<file path="config.mk">
export PLATFORM = sky130hd
export DESIGN_NAME = cpu_boot_harness_flat
export DESIGN_NICKNAME = d
export VERILOG_FILES = /design/src/rtl/cpu_boot_harness_pkg.sv /design/src/rtl/cpu_boot_harness_if.sv /design/src/rtl/cpu_boot_harness_watchdog.sv /design/src/rtl/cpu_boot_harness.sv /design/src/flat_wrapper.sv
export SDC_FILE = /design/constraint.sdc
export NUM_CORES = 1
export LEC_CHECK = 0
export CAP_MARGIN = 30
export CORE_MARGIN = 1.5
export CORE_UTILIZATION = 40
export CTS_BUF_LIST = sky130_fd_sc_hd__clkbuf_4
export CTS_CLUSTER_DIAMETER = 30
export DETAILED_ROUTE_END_ITERATION = 10
export DONT_BUFFER_PORTS = 1
export GPL_ROUTABILITY_DRIVEN = 0
export SLEW_MARGIN = 20
export SYNTH_ARGS = -nofsm -noshare
export SYNTH_HDL_FRONTEND = slang
export SYNTH_SLANG_ARGS = --single-unit
</file>
<file path="constraint.sdc">
create_clock -name clock -period 3.9 [get_ports clock]
set_input_delay 0.78 -clock clock [delete_from_list [all_inputs] [get_ports clock]]
set_output_delay 0.78 -clock clock [all_outputs]
set_load 0.02 [all_outputs]
</file>
<file path="src/rtl/cpu_boot_harness_pkg.sv">
// Shared definitions for the CPU boot harness.
// Holds the controller state encoding, the default halt word and the byte
// stride between consecutive memory words.
package cpu_harness_pkg;

    typedef enum logic [2:0] {
        ST_IDLE    = 3'd0,
        ST_LOAD    = 3'd1,
        ST_RUN     = 3'd2,
        ST_DONE    = 3'd3,
        ST_TIMEOUT = 3'd4
    } state_e;

    localparam logic [31:0] DEFAULT_HALT_INSTR = 32'hFFFF_FFFF;
    localparam int unsigned WORD_STRIDE        = 4;

endpackage

</file>
<file path="src/rtl/cpu_boot_harness_if.sv">
// Load-stream and memory-write bundle for the CPU boot harness.
//   in_valid / in_ready / in_data / in_last : program image stream (host -> harness)
//   mem_we / mem_addr / mem_wdata           : memory write port (harness -> memory)
// Modports:
//   slave  : harness view (consumes the stream, drives the memory port)
//   master : host/test view (produces the stream, observes the memory port)
interface cpu_boot_harness_if #(
    parameter int unsigned DATA_WIDTH = 32,
    parameter int unsigned ADDR_WIDTH = 32
);
    logic                  in_valid;
    logic                  in_ready;
    logic [DATA_WIDTH-1:0] in_data;
    logic                  in_last;
    logic                  mem_we;
    logic [ADDR_WIDTH-1:0] mem_addr;
    logic [DATA_WIDTH-1:0] mem_wdata;

    modport slave (
        input  in_valid, in_data, in_last,
        output in_ready, mem_we, mem_addr, mem_wdata
    );

    modport master (
        output in_valid, in_data, in_last,
        input  in_ready, mem_we, mem_addr, mem_wdata
    );
endinterface

</file>
<file path="src/rtl/cpu_boot_harness_watchdog.sv">
// harness_watchdog: saturating 32-bit run-cycle counter with expiry compare.
// Ports:
//   clock, reset : clock (rising edge), asynchronous active-high reset
//   clear        : zero the counter (has priority over enable)
//   enable       : count this cycle
//   count        : cycles counted so far
//   expire       : this enabled cycle brings the count to TIMEOUT_CYCLES or beyond
module harness_watchdog #(
    parameter int unsigned TIMEOUT_CYCLES = 1000
) (
    input  logic        clock,
    input  logic        reset,
    input  logic        clear,
    input  logic        enable,
    output logic [31:0] count,
    output logic        expire
);
    logic [31:0] count_q, count_d, count_inc;

    assign count_inc = (count_q == '1) ? count_q : count_q + 32'd1;

    // Expiry looks at the post-increment value so the cycle that reaches the
    // limit is itself counted.
    assign expire = enable & (count_inc >= 32'(TIMEOUT_CYCLES));

    always_comb begin
        count_d = count_q;
        if (clear) begin
            count_d = '0;
        end else if (enable) begin
            count_d = count_inc;
        end
    end

    always_ff @(posedge clock or posedge reset) begin
        if (reset) begin
            count_q <= '0;
        end else begin
            count_q <= count_d;
        end
    end

    assign count = count_q;
endmodule

</file>
<file path="src/rtl/cpu_boot_harness.sv">
// cpu_boot_harness: boot/run controller for the MIPS CPU.
// Streams a program image into memory, releases the CPU from reset, then
// watches the fetch stream for the halt word under a cycle watchdog.
// Ports:
//   clock, reset   : clock (rising edge), asynchronous active-high reset
//   start          : begin a load (honoured in IDLE, DONE, TIMEOUT)
//   bus (slave)    : load stream in, memory write port out
//   cpu_reset      : CPU reset, high everywhere except RUN
//   cpu_pc         : CPU fetch address, captured on halt
//   cpu_instr      : CPU fetched word, compared against HALT_INSTR
//   busy           : LOAD or RUN
//   done, timed_out, overflow : sticky status, cleared on start
//   words_loaded   : words written this load
//   cycle_count    : RUN cycles, saturating
//   halt_pc        : cpu_pc at the halt cycle
//   checksum       : running sum of written words
// Build option: CPU_BOOT_HARNESS_CHECKSUM_EN enables the checksum adder;
// without it the checksum port is tied to zero.
module cpu_boot_harness
    import cpu_harness_pkg::*;
#(
    parameter int unsigned           DATA_WIDTH     = 32,
    parameter int unsigned           ADDR_WIDTH     = 32,
    parameter int unsigned           MEM_DEPTH      = 256,
    parameter logic [ADDR_WIDTH-1:0] BASE_ADDR      = '0,
    parameter logic [DATA_WIDTH-1:0] HALT_INSTR     = DEFAULT_HALT_INSTR,
    parameter int unsigned           TIMEOUT_CYCLES = 1000,
    localparam int unsigned          WL_W           = $clog2(MEM_DEPTH) + 1
) (
    input  logic                  clock,
    input  logic                  reset,
    input  logic                  start,
    cpu_boot_harness_if.slave     bus,
    output logic                  cpu_reset,
    input  logic [ADDR_WIDTH-1:0] cpu_pc,
    input  logic [DATA_WIDTH-1:0] cpu_instr,
    output logic                  busy,
    output logic                  done,
    output logic                  timed_out,
    output logic                  overflow,
    output logic [WL_W-1:0]       words_loaded,
    output logic [31:0]           cycle_count,
    output logic [ADDR_WIDTH-1:0] halt_pc,
    output logic [DATA_WIDTH-1:0] checksum
);
    state_e                state_q, state_d;
    logic                  drain_q, drain_d;
    logic                  mem_we_q, mem_we_d;
    logic [ADDR_WIDTH-1:0] mem_addr_q, mem_addr_d;
    logic [DATA_WIDTH-1:0] mem_wdata_q, mem_wdata_d;
    logic                  done_q, done_d;
    logic                  timed_out_q, timed_out_d;
    logic                  overflow_q, overflow_d;
    logic [WL_W-1:0]       words_loaded_q, words_loaded_d;
    logic [ADDR_WIDTH-1:0] halt_pc_q, halt_pc_d;

    logic        in_ready;
    logic        xfer;
    logic        full;
    logic        word_accept;
    logic        start_ok;
    logic        halt_hit;
    logic        wd_clear;
    logic        wd_en;
    logic        wd_expire;
    logic [31:0] wd_count;

    // After the in_last transfer the harness spends one more LOAD cycle with
    // the stream closed so the final write is visible before the CPU leaves
    // reset; drain_q marks that cycle.
    assign in_ready    = (state_q == ST_LOAD) & ~drain_q;
    assign xfer        = bus.in_valid & in_ready;
    assign full        = (words_loaded_q == WL_W'(MEM_DEPTH));
    assign word_accept = xfer & ~full;
    assign start_ok    = start & ((state_q == ST_IDLE) | (state_q == ST_DONE) |
                                  (state_q == ST_TIMEOUT));
    assign halt_hit    = (cpu_instr == HALT_INSTR);
    assign wd_clear    = start_ok;
    assign wd_en       = (state_q == ST_RUN);

    harness_watchdog #(
        .TIMEOUT_CYCLES(TIMEOUT_CYCLES)
    ) u_watchdog (
        .clock (clock),
        .reset (reset),
        .clear (wd_clear),
        .enable(wd_en),
        .count (wd_count),
        .expire(wd_expire)
    );

    always_comb begin
        state_d        = state_q;
        drain_d        = drain_q;
        mem_we_d       = 1'b0;
        mem_addr_d     = mem_addr_q;
        mem_wdata_d    = mem_wdata_q;
        done_d         = done_q;
        timed_out_d    = timed_out_q;
        overflow_d     = overflow_q;
        words_loaded_d = words_loaded_q;
        halt_pc_d      = halt_pc_q;

        unique case (state_q)
            ST_IDLE, ST_DONE, ST_TIMEOUT: begin
                if (start_ok) begin
                    done_d         = 1'b0;
                    timed_out_d    = 1'b0;
                    overflow_d     = 1'b0;
                    words_loaded_d = '0;
                    halt_pc_d      = '0;
                    mem_addr_d     = BASE_ADDR;
                    drain_d        = 1'b0;
                    state_d        = ST_LOAD;
                end
            end
            ST_LOAD: begin
                if (drain_q) begin
                    drain_d = 1'b0;
                    state_d = ST_RUN;
                end else if (xfer) begin
                    if (full) begin
                        // Word beyond capacity: dropped, load aborted.
                        overflow_d = 1'b1;
                        state_d    = ST_DONE;
                    end else begin
                        mem_we_d       = 1'b1;
                        mem_wdata_d    = bus.in_data;
                        mem_addr_d     = BASE_ADDR + (ADDR_WIDTH'(words_loaded_q) *
                                                      ADDR_WIDTH'(WORD_STRIDE));
                        words_loaded_d = words_loaded_q + WL_W'(1);
                        drain_d        = bus.in_last;
                    end
                end
            end
            ST_RUN: begin
                // Halt is tested first so it wins over a coincident expiry.
                if (halt_hit) begin
                    halt_pc_d = cpu_pc;
                    done_d    = 1'b1;
                    state_d   = ST_DONE;
                end else if (wd_expire) begin
                    timed_out_d = 1'b1;
                    state_d     = ST_TIMEOUT;
                end
            end
            default: begin
                state_d = ST_IDLE;
            end
        endcase
    end

    always_ff @(posedge clock or posedge reset) begin
        if (reset) begin
            state_q        <= ST_IDLE;
            drain_q        <= 1'b0;
            mem_we_q       <= 1'b0;
            mem_addr_q     <= BASE_ADDR;
            mem_wdata_q    <= '0;
            done_q         <= 1'b0;
            timed_out_q    <= 1'b0;
            overflow_q     <= 1'b0;
            words_loaded_q <= '0;
            halt_pc_q      <= '0;
        end else begin
            state_q        <= state_d;
            drain_q        <= drain_d;
            mem_we_q       <= mem_we_d;
            mem_addr_q     <= mem_addr_d;
            mem_wdata_q    <= mem_wdata_d;
            done_q         <= done_d;
            timed_out_q    <= timed_out_d;
            overflow_q     <= overflow_d;
            words_loaded_q <= words_loaded_d;
            halt_pc_q      <= halt_pc_d;
        end
    end

`ifdef CPU_BOOT_HARNESS_CHECKSUM_EN
    logic [DATA_WIDTH-1:0] checksum_q, checksum_d;

    always_comb begin
        checksum_d = checksum_q;
        if (start_ok) begin
            checksum_d = '0;
        end else if (word_accept) begin
            checksum_d = checksum_q + bus.in_data;
        end
    end

    always_ff @(posedge clock or posedge reset) begin
        if (reset) begin
            checksum_q <= '0;
        end else begin
            checksum_q <= checksum_d;
        end
    end

    assign checksum = checksum_q;
`else
    assign checksum = '0;
`endif

    assign bus.in_ready  = in_ready;
    assign bus.mem_we    = mem_we_q;
    assign bus.mem_addr  = mem_addr_q;
    assign bus.mem_wdata = mem_wdata_q;
    assign cpu_reset     = (state_q != ST_RUN);
    assign busy          = (state_q == ST_LOAD) | (state_q == ST_RUN);
    assign done          = done_q;
    assign timed_out     = timed_out_q;
    assign overflow      = overflow_q;
    assign words_loaded  = words_loaded_q;
    assign cycle_count   = wd_count;
    assign halt_pc       = halt_pc_q;
endmodule

</file>
<file path="src/flat_wrapper.sv">
// flat-port wrapper written by rule: the top's interface ports become plain ports
module cpu_boot_harness_flat import cpu_harness_pkg::*;
#(
    parameter int unsigned           DATA_WIDTH     = 32,
    parameter int unsigned           ADDR_WIDTH     = 32,
    parameter int unsigned           MEM_DEPTH      = 256,
    parameter logic [ADDR_WIDTH-1:0] BASE_ADDR      = '0,
    parameter logic [DATA_WIDTH-1:0] HALT_INSTR     = DEFAULT_HALT_INSTR,
    parameter int unsigned           TIMEOUT_CYCLES = 1000,
    localparam int unsigned          WL_W           = $clog2(MEM_DEPTH) + 1
)
  (clock, reset, start, cpu_reset, cpu_pc, cpu_instr, busy, done, timed_out, overflow, words_loaded, cycle_count, halt_pc, checksum, bus_in_valid, bus_in_data, bus_in_last, bus_in_ready, bus_mem_we, bus_mem_addr, bus_mem_wdata);
  cpu_boot_harness_if #(.DATA_WIDTH(DATA_WIDTH), .ADDR_WIDTH(ADDR_WIDTH)) bus_i ();
  input  logic clock;
  input  logic reset;
  input  logic start;
  output logic cpu_reset;
  input  logic [ADDR_WIDTH-1:0] cpu_pc;
  input  logic [DATA_WIDTH-1:0] cpu_instr;
  output logic busy;
  output logic done;
  output logic timed_out;
  output logic overflow;
  output logic [WL_W-1:0] words_loaded;
  output logic [31:0] cycle_count;
  output logic [ADDR_WIDTH-1:0] halt_pc;
  output logic [DATA_WIDTH-1:0] checksum;
  input wire logic [$bits(bus_i.in_valid)-1:0] bus_in_valid;
  input wire logic [$bits(bus_i.in_data)-1:0] bus_in_data;
  input wire logic [$bits(bus_i.in_last)-1:0] bus_in_last;
  output wire logic [$bits(bus_i.in_ready)-1:0] bus_in_ready;
  output wire logic [$bits(bus_i.mem_we)-1:0] bus_mem_we;
  output wire logic [$bits(bus_i.mem_addr)-1:0] bus_mem_addr;
  output wire logic [$bits(bus_i.mem_wdata)-1:0] bus_mem_wdata;
  assign bus_i.in_valid = bus_in_valid;
  assign bus_i.in_data = bus_in_data;
  assign bus_i.in_last = bus_in_last;
  assign bus_in_ready = bus_i.in_ready;
  assign bus_mem_we = bus_i.mem_we;
  assign bus_mem_addr = bus_i.mem_addr;
  assign bus_mem_wdata = bus_i.mem_wdata;
  cpu_boot_harness #(.DATA_WIDTH(DATA_WIDTH), .ADDR_WIDTH(ADDR_WIDTH), .MEM_DEPTH(MEM_DEPTH), .BASE_ADDR(BASE_ADDR), .HALT_INSTR(HALT_INSTR), .TIMEOUT_CYCLES(TIMEOUT_CYCLES)) u_core (.clock(clock), .reset(reset), .start(start), .bus(bus_i), .cpu_reset(cpu_reset), .cpu_pc(cpu_pc), .cpu_instr(cpu_instr), .busy(busy), .done(done), .timed_out(timed_out), .overflow(overflow), .words_loaded(words_loaded), .cycle_count(cycle_count), .halt_pc(halt_pc), .checksum(checksum));
endmodule
</file>
Word level (Yosys, flattened, before mapping)
Cells that the tools add are included.
W data, S select, Z words.
Word-level totals
  flip-flop bits (word level): 145
  bits in latches: 0
  memory bits (writable): 0
  memory bits (read-only): 0
  output and inout bits: 176
  memories: 0
Cells by class
  add/sub/neg operators: 2
  multipliers: 0
  divide/modulo/power cells: 0
  $lt $le $gt $ge: 1
  equal/unequal tests: 19
  shifts and indexed selects: 0
  muxes and demuxes: 40
  bitwise operators: 9
  reduce and logical (&&, ||, !) cells: 12
Operators with widths (count)
  $mux W32: 8
  $pmux W32 S2: 2
  $eq A32 B32 Y1 const B: 2
  $mux W9: 4
  $add A32 B1 Y32 const B: 1
  $ge A32 B10 Y1 const B: 1
  $mux W3: 6
  $pmux W9 S2: 1
  $mux W1: 14
  $reduce_and A4 Y1: 3
  $ne A2 B1 Y1 const B: 5
  $reduce_and A5 Y1: 2
  $add A9 B1 Y9 const B: 1
  $eq A9 B9 Y1 const B: 1
  $ne A3 B1 Y1 const B: 3
  $pmux W3 S3: 1
  $pmux W1 S2: 4
  $eq A3 B2 Y1 const B: 2
  $ne A2 B2 Y1 const B: 3
  $reduce_bool A2 Y1: 3
  $and A1 B1 Y1: 4
  $eq A3 B1 Y1 const B: 1
  $eq A3 B3 Y1 const B: 1
  $logic_not A3 Y1: 1
  6 further kinds: 9

Depth between registers and ports, before layout
  word-level depth: 7
  mapped depth: 11

Modules after synthesis
From an unflattened synthesis, not the netlist that was laid out.
Unflattened totals
  cell total of the unflattened synthesis: 764
  area, all modules: 6804.0 um^2
Modules (own cells, without submodules)
  cpu_boot_harness: instances 1, cells each 464, area each 4389.2 um^2, seq. area each 2252.2 um^2
  harness_watchdog: instances 1, cells each 300, area each 2414.8 um^2, seq. area each 800.8 um^2

Worst setup path before layout
Ideal clock, no wire load.
  path type: register to register
  from: register u_core.u_watchdog.count_q[0], in the netlist u_core.u_watchdog.count[0]
  to: register u_core.state_q[2]
  arrival: 2817 ps
  required time: 3778 ps
  slack: 962 ps
  stages on the path, launching flop included: 10
  buffers on the path: 0
  clock period less this slack: 2938 ps
  cells stage by stage: dfrtp_1 -> ha_1 -> nand3_1 -> nor4_1 -> o2111ai_1 -> xnor2_1 -> or4_1 -> a32oi_1 -> nand4_1 -> a32o_1
Between the ends
  cells in the longest elaborated chain, start to end: 6
  elaborated cells between the ends (all ways): 7
  classes of those cells: 1 x add/sub; 1 x order compare; 2 x eq/ne; 1 x mux; 1 x bitwise; 1 x reduce/logical
Ends and longest elaborated chain
  start: declaration: RTL line cpu_boot_harness_watchdog.sv:18  | logic [31:0] count_q, count_d, count_inc;
  start signal: assignment: RTL line cpu_boot_harness_watchdog.sv:39  | count_q <= count_d;
  $add A32 B1 Y32 or $eq A32 B32 Y1 (tied branches): RTL line cpu_boot_harness_watchdog.sv:20  | assign count_inc = (count_q == '1) ? count_q : count_q + 32'd1;
  $mux W32 (*): RTL line cpu_boot_harness_watchdog.sv:20
  $ge A32 B10 Y1 (*): RTL line cpu_boot_harness_watchdog.sv:24  | assign expire = enable & (count_inc >= 32'(TIMEOUT_CYCLES));
  $and A1 B1 Y1 (*): RTL line cpu_boot_harness_watchdog.sv:24
  $ne A3 B1 Y1 (no source line) (*)
  $reduce_and A4 Y1 (no source line) (*)
  end signal: assignment: RTL line cpu_boot_harness.sv:166  | state_q <= state_d;
  end: declaration: RTL line cpu_boot_harness.sv:46  | state_e state_q, state_d;
Every way passes the cells marked *; elsewhere a longest branch is shown, timed or not.
A chain may end at the register's enable or synchronous reset.

Worst setup path in the final report
  from: register u_core.u_watchdog.count_q[0], in the netlist u_core.u_watchdog.count[0]
  to: register u_core.timed_out_q, in the netlist u_core.timed_out
Between the ends
  cells in the longest elaborated chain, start to end: 6
  elaborated cells between the ends (all ways): 7
  classes of those cells: 1 x add/sub; 1 x order compare; 2 x eq/ne; 1 x mux; 1 x bitwise; 1 x reduce/logical
Ends and longest elaborated chain
  $add A32 B1 Y32 or $eq A32 B32 Y1 (tied branches): RTL line cpu_boot_harness_watchdog.sv:20
  $mux W32 (*): RTL line cpu_boot_harness_watchdog.sv:20
  $ge A32 B10 Y1 (*): RTL line cpu_boot_harness_watchdog.sv:24
  $and A1 B1 Y1 (*): RTL line cpu_boot_harness_watchdog.sv:24
  $ne A2 B1 Y1 (no source line) (*)
  $reduce_and A4 Y1 (no source line) (*)
  end signal: assignment: RTL line cpu_boot_harness.sv:172  | timed_out_q <= timed_out_d;
  end: declaration: RTL line cpu_boot_harness.sv:52  | logic timed_out_q, timed_out_d;
Marks and branches as above.

==> impl_metrics.tcl <==
set metrics [dict create \
    drt-total-wl_um 17740 \
    clock_path_buffers 2 \
    die_area_um2 16980 \
    wl_per_cell_um 17.87 \
    clock_skew_ns 0.01787 \
    final_layout_size_suffix_gt1_share_pct 7.990 \
    synth_edf_count 0 \
    fin_nets 867 \
    drv_cap 0 \
    cp-start-kind "flop" \
    port_buffers 0 \
    postSynth.asyncResetShare_pct 100.0 \
    ctsResizeCount 0 \
    status "finished clean" \
    hpwl_um 12520 \
    yosys_warnings 0 \
    fin_setup_tns_ns 0 \
    synthCells 773 \
    vias 5505 \
    drcViolationCount 0 \
    cp.required_ns 4.34 \
    ys.flop_type "dfrtp_1" \
    cts_setup_buffers 0 \
    cts_tree "done" \
    start_util_pct 40.81 \
    rows 46 \
    worst_slew_pin_slew_ns 0.7395 \
    rsz0062_at_grt "false" \
    p_sw_share_pct 42.93 \
    cp_data_arrival_time_ns 3.82 \
    fmax_mhz 295.2 \
    dp_slack_ns 0.5639 \
    ys_seq_elements 122 \
    pwr-share-clk_pct 25.8 \
    setup.worst_path.end_class "flop" \
    drt_iter0_drc 441 \
    htreeDepth 4 \
    postCtsHoldBufs 0 \
    fp.coreArea_um2 15890 \
    fin_crit_ns 3.388 \
    numCtsBuffers 17 \
    grt_max_degree 90 \
    grt_usage_pct 20.50 \
    relSlewSlack_pct 50.60 \
    clock_latency_ns 0.55 \
    p_sw_uw 1672 \
    hold_viol_final 0 \
    clkSinkCount 122 \
    r2r_cells 10 \
    antenna_found_initial 1 \
    path_class "flop to flop" \
    r2r_end "u_core.timed_out$_DFFE_PP0P_" \
    internal_power_uw 2223 \
    path_max_fanout 6 \
    finalMaxSlewViolations 0 \
    grt_pass1_vias 5111 \
    hold_class "primary input to async pin" \
    fin_crit_sh_pct 86.87 \
    die_w_um 130.3 \
    synth.distinct_cells 56 \
    power.density_nw_per_um2 566.9 \
    syn_to_final_growth_pct 6.003 \
    synth_area_per_cell_um2 8.386 \
    cts.clk_slew.worst_paths_ns 0.13 \
    setup_viol 0 \
    syn-cell-area_um2 6482 \
    final_antenna_net_count 0 \
    regToRegStartpoint "u_core.u_watchdog.count[0]$_DFFE_PP0P_" \
    yosysSeqAreaShare_pct 47.10 \
    overflow 0 \
    pin_count 277 \
    ir_drop_v 0.0002307 \
    cts_root_buf "clkbuf_4" \
    drtPass1Iterations 5 \
    comb_power_share_pct 25.6 \
    worst_slack_ns 0.5121 \
    viasPerCell 5.544 \
    total_leakage_power_uw 0.003271 \
    r2r_setup_slack_ns 0.51 \
    seqPwrFrac_pct 48.6 \
    startpoint "u_core.u_watchdog.count[0]$_DFFE_PP0P_" \
    die_y_um 130.3 \
    grt_pass1_wl_um 26970 \
]
## power by group through the flow
| stage | Clock, uW | Combinational [uW] | Sequential (uW) |
|---|---|---|---|
| floorplan | 0 | 762 | 1850 |
| global placement | 0 | 935 | 1910 |
| detailed placement | 0 | 964 | 1920 |
| CTS | 1040 | 966 | 1890 |
| global route | 1100 | 1130 | 1920 |
| finish | 1010 | 997 | 1890 |
## placed cells by master, fill, tap and decap left out, types with 3 or more instances in the layout
cell type	instances
conb_1	55
nor3_1	6
bufinv_16	3
nand2b_1	5
nand3_1	53
dfrtp_1	122
and2_1	5
buf_4	14
and4_1	5
and3_1	10
a22oi_1	3
inv_6	8
o41ai_1	3
xor2_1	8
nor2_1	48
a32o_1	3
o31ai_1	14
clkbuf_4	18
or4_1	5
a21oi_1	21
ha_1	3
xnor2_1	11
nand4_1	32
a31oi_1	6
o21ai_0	48
nand2_1	206
inv_1	7
nor4_1	11
## sequential cells by signal (all words and copies together) (netlist names)
register / flops
u_core.bus.mem_wdata: 32
u_core.overflow: 1
u_core.bus.mem_we: 1
u_core.halt_pc: 32
u_core.u_watchdog.count: 32
u_core.drain_q: 1
u_core.done: 1
u_core.state_q: 3
u_core.bus.mem_addr: 9
u_core.words_loaded: 9
u_core.timed_out: 1
## worst max-delay path, cell delays in order, from the launching register on
cell,delay (ns)
dfrtp_1,0.56
ha_1,0.34
nand3_1,0.26
nor4_1,0.34
buf_4,0.19
o2111ai_1,0.20
xnor2_1,0.19
or4_1,0.49
a32oi_1,0.21
nand4_1,0.20
a32o_1,0.30
## synthesized netlist by cell type, drive strengths merged, types with 2 or more instances
master   number  share of area, %
a211oi        2              0.23
a21oi        21               1.6
a22oi         3              0.35
a31o          2              0.27
a31oi         6              0.58
a32o          3              0.46
and2          5              0.48
and3         10              0.97
and4          5              0.68
buf          63               7.0
clkbuf       37               2.2
clkinv        2              0.12
dfrtp       122                47
ha            3              0.58
inv           8              0.46
nand2       206                12
nand2b        5              0.48
nand3        53               4.1
nand4        33               3.4
nor2         49               2.8
nor3          8              0.79
nor4         12               1.3
o2111ai       2              0.27
o211ai        2              0.23
o21ai        49               3.8
o22ai         2              0.19
o31ai        14               1.6
o41ai         3              0.41
or4           6              0.75
xnor2        11               1.5
xor2          8               1.1
## how the worst max path moves through the flow
stage	endpoint	cells past startpoint	slack [ns]
final	u_core.timed_out$_DFFE_PP0P_	10	0.51
after global routing	u_core.timed_out$_DFFE_PP0P_	10	0.30
after CTS	u_core.timed_out$_DFFE_PP0P_	10	0.52
after detailed placement	u_core.state_q[2]$_DFFE_PP0P_	10	0.56
after global placement	u_core.timed_out$_DFFE_PP0P_	10	0.67
after floorplan	u_core.state_q[2]$_DFFE_PP0P_	9	0.96
## cell type report
type,instances,area (um2)
Clock inverter,14,181.4
Antenna cell,1,2.502
Tap cell,216,270.3
Fill cell,1582,9014
Timing Repair Buffer,17,167.7
Clock buffer,18,135.1
Inverter,10,41.29
Sequential cell,122,3053
Multi-Input combinational cell,595,3020
## per-layer routing
layer | share of wire, % | routed length, um | vias to the layer above | global-route usage (%)
met5 | 0 | 0 | - | 0
met3 | 8.0 | 1419 | 31 | 5.904
li1 | - | - | 2540 | -
met4 | 2.4 | 417 | 0 | 9.346
met2 | 49 | 8649 | 308 | 32.82
met1 | 41 | 7258 | 2626 | 25.69
## cells by family (layout without fill, tap and decap cells)
logic type | after synthesis | in the layout | synth area share [%]
flops | 122 | 122 | 47.10
fa+ha+maj | 3 | 3 | 0.5791
xor+xnor | 19 | 19 | 2.567
mux | 2 | 2 | 0.3281
simple gates | 399 | 399 | 28.57
compound gates | 117 | 117 | 11.08
buf+inv | 110 | 59 | 9.728
other cells | 1 | 56 | 0.05785
## through the flow
step	util (%)	total power [uW]	hold WS [ns]	instances	area [um2]
final	43.26	3895	0.2024	993	6872
after global routing	43.26	4140	0.2082	993	6872
after CTS	42.97	3895	0.1774	990	6827
after detailed placement	40.98	2881	0.5569	958	6510
after global placement	40.98	2848	0.5380	958	6510
after floorplan	-	2617	0.4902	827	6689
Power figures use the tool's default switching activity.
